## config.mk

```make
export PLATFORM = sky130hd
export DESIGN_NAME = mpd_cfg_bitbang_loader
export DESIGN_NICKNAME = d
export VERILOG_FILES = /design/src/rtl/mpd_cfg_bitbang_loader.sv
export SDC_FILE = /design/constraint.sdc
export NUM_CORES = 1
export LEC_CHECK = 0
export ABC_AREA = 1
export CORE_MARGIN = 2
export CORE_UTILIZATION = 60
export CTS_CLUSTER_SIZE = 28
export DETAILED_ROUTE_END_ITERATION = 10
export PLACE_DENSITY = 0.8
export SETUP_SLACK_MARGIN = 0.05
export SKIP_CTS_REPAIR_TIMING = 1
export SLEW_MARGIN = 15
export SYNTH_ARGS = -nofsm -noshare
export SYNTH_HDL_FRONTEND = slang
export SYNTH_SLANG_ARGS = --single-unit
```

## constraint.sdc

```tcl
create_clock -name clk -period 2.74 [get_ports clk]
set_clock_uncertainty 0.15 [all_clocks]
set_input_delay 0.411 -clock clk [delete_from_list [all_inputs] [get_ports clk]]
set_output_delay 0.411 -clock clk [all_outputs]
set_load 0.1 [all_outputs]
```

## src/rtl/mpd_cfg_bitbang_loader.sv

```systemverilog
// mpd_cfg_bitbang_loader: sync/deserialise bit-banged s_clk/s_data, validate sync/len/payload/checksum frame, emit write strobes
module mpd_cfg_bitbang_loader #(
  parameter logic [31:0] SYNC_WORD      = 32'hFAB0_FAB1,
  parameter logic [15:0] MAX_WORDS      = 16'd4096,
  parameter logic [23:0] TIMEOUT_CYCLES = 24'd1_000_000
) (
  input  logic        clk,
  input  logic        reset,
  input  logic        enable,
  input  logic        s_clk,
  input  logic        s_data,
  output logic [31:0] write_data,
  output logic        write_strobe,
  output logic [15:0] word_count,
  output logic        busy,
  output logic        done,
  output logic        error
);
  localparam logic [1:0] S_HUNT = 2'd0, S_LEN = 2'd1, S_DATA = 2'd2, S_CHECK = 2'd3;
  logic [2:0]  sclk_q, sclk_d;
  logic [1:0]  sdat_q, sdat_d;
  logic [1:0]  state_q, state_d;
  logic [31:0] shift_q, shift_d, cksum_q, cksum_d, wdata_q, wdata_d, word;
  logic [4:0]  bitcnt_q, bitcnt_d;
  logic [23:0] tmo_q, tmo_d;
  logic [15:0] len_q, len_d, wc_q, wc_d;
  logic        stb_q, stb_d, done_q, done_d, err_q, err_d;
  logic        rise, in_frame, word_done, timeout;
  always_comb begin
    sclk_d    = {sclk_q[1:0], s_clk};
    sdat_d    = {sdat_q[0], s_data};
    rise      = sclk_q[1] & ~sclk_q[2];
    word      = {shift_q[30:0], sdat_q[1]};
    in_frame  = state_q != S_HUNT;
    word_done = rise && in_frame && bitcnt_q == 5'd31;
    timeout   = in_frame && !rise && tmo_q == TIMEOUT_CYCLES - 24'd1;
    state_d   = state_q;
    shift_d   = rise ? word : shift_q;
    bitcnt_d  = (rise && in_frame) ? bitcnt_q + 5'd1 : bitcnt_q;
    tmo_d     = (!in_frame || rise) ? 24'd0 : tmo_q + 24'd1;
    len_d     = len_q;
    cksum_d   = cksum_q;
    wdata_d   = wdata_q;
    stb_d     = 1'b0;
    wc_d      = wc_q;
    done_d    = done_q;
    err_d     = err_q;
    if (!enable) begin
      state_d  = S_HUNT;
      shift_d  = '0;
      bitcnt_d = '0;
      tmo_d    = '0;
    end else if (timeout) begin
      err_d   = 1'b1;
      state_d = S_HUNT;
    end else if (state_q == S_HUNT) begin
      if (rise && word == SYNC_WORD) begin
        state_d  = S_LEN;
        done_d   = 1'b0;
        err_d    = 1'b0;
        wc_d     = '0;
        cksum_d  = '0;
        bitcnt_d = '0;
      end
    end else if (word_done) begin
      if (state_q == S_LEN) begin
        len_d = word[15:0];
        if (word[31:16] != 16'd0 || word[15:0] > MAX_WORDS) begin
          err_d   = 1'b1;
          state_d = S_HUNT;
        end else
          state_d = (word[15:0] == 16'd0) ? S_CHECK : S_DATA;
      end else if (state_q == S_DATA) begin
        wdata_d = word;
        stb_d   = 1'b1;
        wc_d    = wc_q + 16'd1;
        cksum_d = cksum_q + word;
        state_d = (wc_q + 16'd1 == len_q) ? S_CHECK : S_DATA;
      end else begin
        done_d  = word == cksum_q;
        err_d   = word != cksum_q;
        state_d = S_HUNT;
      end
    end
  end
  always_ff @(posedge clk) begin
    if (reset) begin
      sclk_q   <= '0;
      sdat_q   <= '0;
      state_q  <= S_HUNT;
      shift_q  <= '0;
      bitcnt_q <= '0;
      tmo_q    <= '0;
      len_q    <= '0;
      cksum_q  <= '0;
      wdata_q  <= '0;
      stb_q    <= 1'b0;
      wc_q     <= '0;
      done_q   <= 1'b0;
      err_q    <= 1'b0;
    end else begin
      sclk_q   <= sclk_d;
      sdat_q   <= sdat_d;
      state_q  <= state_d;
      shift_q  <= shift_d;
      bitcnt_q <= bitcnt_d;
      tmo_q    <= tmo_d;
      len_q    <= len_d;
      cksum_q  <= cksum_d;
      wdata_q  <= wdata_d;
      stb_q    <= stb_d;
      wc_q     <= wc_d;
      done_q   <= done_d;
      err_q    <= err_d;
    end
  end
  assign write_data   = wdata_q;
  assign write_strobe = stb_q;
  assign word_count   = wc_q;
  assign busy         = state_q != S_HUNT;
  assign done         = done_q;
  assign error        = err_q;
endmodule

```

==> flow_summary.json <==
{
  "syn_inst": 1407,
  "drive_above_1_share_pct": 9.22,
  "place_area_sq_um": 10000,
  "die_area_sq_um": 16600,
  "end_kind": "flop",
  "clock_latency_ns": 0.43,
  "fin_crit_ns": 2.48,
  "ys_seq_area_share_pct": 35.5,
  "outcome": "complete, no violations",
  "rsz0062_at_grt": "false",
  "ys_seq_elements": 166,
  "slew_viol_final": 0,
  "synthesis.nets": 1448,
  "critPathKind": "reg2reg",
  "holdPathEnd": "word_count[10]$_SDFFE_PP0P_",
  "via_count": 9741,
  "fmax_mhz": 404,
  "path_clk_slew_ns": 0.07,
  "stdcell_count": 1686,
  "final_antenna_net_count": 0,
  "yosysUniqueCellTypes": 39,
  "syn-mean-instance-area_sq_um": 6.66,
  "dp.cells": 1654,
  "antennaDiodeCount": 0,
  "finalSetupViolCount": 0,
  "fin_area_sq_um": 10600,
  "reg2reg_to": "cksum_q[30]$_SDFFE_PP0P_",
  "place_ws_ns": 0.191,
  "drt-pass1-iter-count": 5,
  "hold_viol": 0,
  "maxCapViolCount": 0,
  "finalCritPeriodShare_pct": 90.4,
  "track_usage_pct": 33.4,
  "synthArstFlopShare_pct": 0,
  "hold_depth": 2,
  "row_count": 45,
  "gp_congestion": 0.994,
  "critPathRequiredTime_ns": 2.91,
  "viasPerCell": 5.78,
  "syn_to_final_growth_pct": 12.9,
  "num_io_pins": 57,
  "rrSetupSlack_ns": 0.26,
  "final_common_cell": "nand2_1",
  "fin_util_pct": 69.3,
  "r2r-start": "sdat_q[1]$_SDFF_PP0_",
  "cts_tree": "yes",
  "p_leak_nw": 4.62,
  "syn_area_sq_um": 9370,
  "die_x_microns": 129,
  "finalHoldWorstSlack_ns": 0.223,
  "ff2ff_path_depth": 15,
  "route.detailed.drc": 0,
  "cts_buffer_depth": 2,
  "synth_top_area_share_pct": 35.5,
  "ir_worst_vdd_v": 0.000444,
  "synth_area_leaders": "dfxtp_1 (35%), nand2_1 (11%), a21oi_1 (8.8%), nand3_1 (8.0%), inv_1 (6.5%)",
  "io_buffers": 56,
  "cp.arrival_ns": 2.64,
  "gr-total-overflow": 0,
  "die_height_microns": 129,
  "fin_setup_tns_ns": 0,
  "drt_wl_total_mm": 27.3,
  "cp-start-kind": "flop",
  "drt_iter0_drc": 856,
  "worstMarginPinSlew_ns": 0.680,
  "grt_pass1_vias": 8838,
  "grt_start_max_net_pins": 65,
  "max-slew-margin-rel_pct": 54.7,
  "antenna_found_initial": 0,
  "grt_pass1_wl_mm": 44.0,
  "path_max_fanout": 4,
  "p_per_area_nw_per_um2": 472,
  "p_total_mw": 5.00,
  "min_from": "reset",
  "wl_per_cell_microns": 16.2,
  "final_nets": 1503,
  "initial_core_util_pct": 61.4,
  "cts_root_buf": "clkbuf_16",
  "n_fill_cell": 1363,
  "core_sq_um": 15300,
  "numCtsBuffers": 17,
  "synth_flop_cell": "dfxtp_1",
  "synth-edff-count": 0,
  "hpwl_mm": 20.0,
  "yosys_warnings": 0,
  "htree_levels": 4,
  "clock_sinks": 166,
  "fin_ws_ns": 0.264,
  "hold_path_class": "in2reg",
  "mostFrequentLayoutCells": "nand2_1 (271), dfxtp_1 (166), a21oi_1 (165)",
  "synth.largest_area_cell": "dfxtp_1"
}
-- Yosys cell counts (3+ instances only) --
cell type    n
o21ai_0    113
nand4_1     28
a21oi_1    165
nor3b_1      4
nor2_1     152
nand3_1    150
o21a_1       3
clkbuf_1    22
or2_2        7
buf_6        7
o21bai_1     6
buf_2        9
ha_1        35
inv_2        4
dfxtp_1    166
a21o_1       3
buf_4        7
nor2_2       4
xor2_1      10
nand2_1    273
nand3b_1     6
o21ai_1      3
o22ai_1      5
nor4_1       6
xnor2_1      6
inv_1      163
nor3_1      33
-- critical path, stage by stage, from the launching register on --
cell and delay, ns:
dfxtp_1 0.37, ha_2 0.24, inv_1 0.07, fa_1 0.36, inv_1 0.14, nand3_1 0.11, nand2_2 0.12, nand2_1 0.06
nand2_1 0.11, nand3_1 0.13, nand2_2 0.13, nand3_1 0.10, nand2_1 0.07, nand2_1 0.04, nand3_1 0.07, a21oi_1 0.07
-- power breakdown --
part / internal (mW) / switching, mW
registers: 2.42 / 0.0161
clock network: 1.31 / 1.06
logic: 0.0542 / 0.128
total: 3.79 / 1.20
-- final cells by class --
cell class / instances / area (sq um) / share of cell area [%]
multi-input combinational: 1028 / 5170 / 48.9
tap: 211 / 264 / 2.50
timing repair buffer: 82 / 621 / 5.87
inverter: 167 / 627 / 5.93
clock inverter: 12 / 119 / 1.12
clock buffer: 20 / 457 / 4.32
sequential: 166 / 3320 / 31.4
-- flip-flops by register name, summed over array words and instances, names as in the netlist, named ones only --
name and count:
cksum_q 32, write_data 32, shift_q 31, tmo_q 24, len_q 16, word_count 16
bitcnt_q 5, sclk_q 3, sdat_q 2, done 1, error 1, state_q 1
write_strobe 1
-- routing by layer --
metal	vias to the layer above	track usage, %	wire, microns
li1	4797	-	-
met1	4462	44.5	12100
met2	412	53.9	12500
met3	70	6.15	1860
met4	0	12.7	858
met5	-	0	0
-- cells by family after synthesis --
family,share of synthesized area [%]
buf+inv,9.49
fa+ha+maj,4.89
xor+xnor,1.99
flops,35.5
simple gates,31.6
compound gates,16.5
-- worst max-delay path by stage --
stage	startpoint	endpoint	slack, ns
2_1_floorplan	word_count[0]$_SDFFE_PP0P_	state_q[0]$_SDFFE_PP0P_	0.13
3_3_place_gp	sdat_q[1]$_SDFF_PP0_	cksum_q[30]$_SDFFE_PP0P_	0.21
3_5_place_dp	sdat_q[1]$_SDFF_PP0_	cksum_q[30]$_SDFFE_PP0P_	0.19
4_1_cts	sdat_q[1]$_SDFF_PP0_	cksum_q[30]$_SDFFE_PP0P_	0.18
5_1_grt	sdat_q[1]$_SDFF_PP0_	cksum_q[16]$_SDFFE_PP0P_	0.05
6_report	sdat_q[1]$_SDFF_PP0_	cksum_q[30]$_SDFFE_PP0P_	0.26
Note: power is estimated with default switching activity, not from simulation.
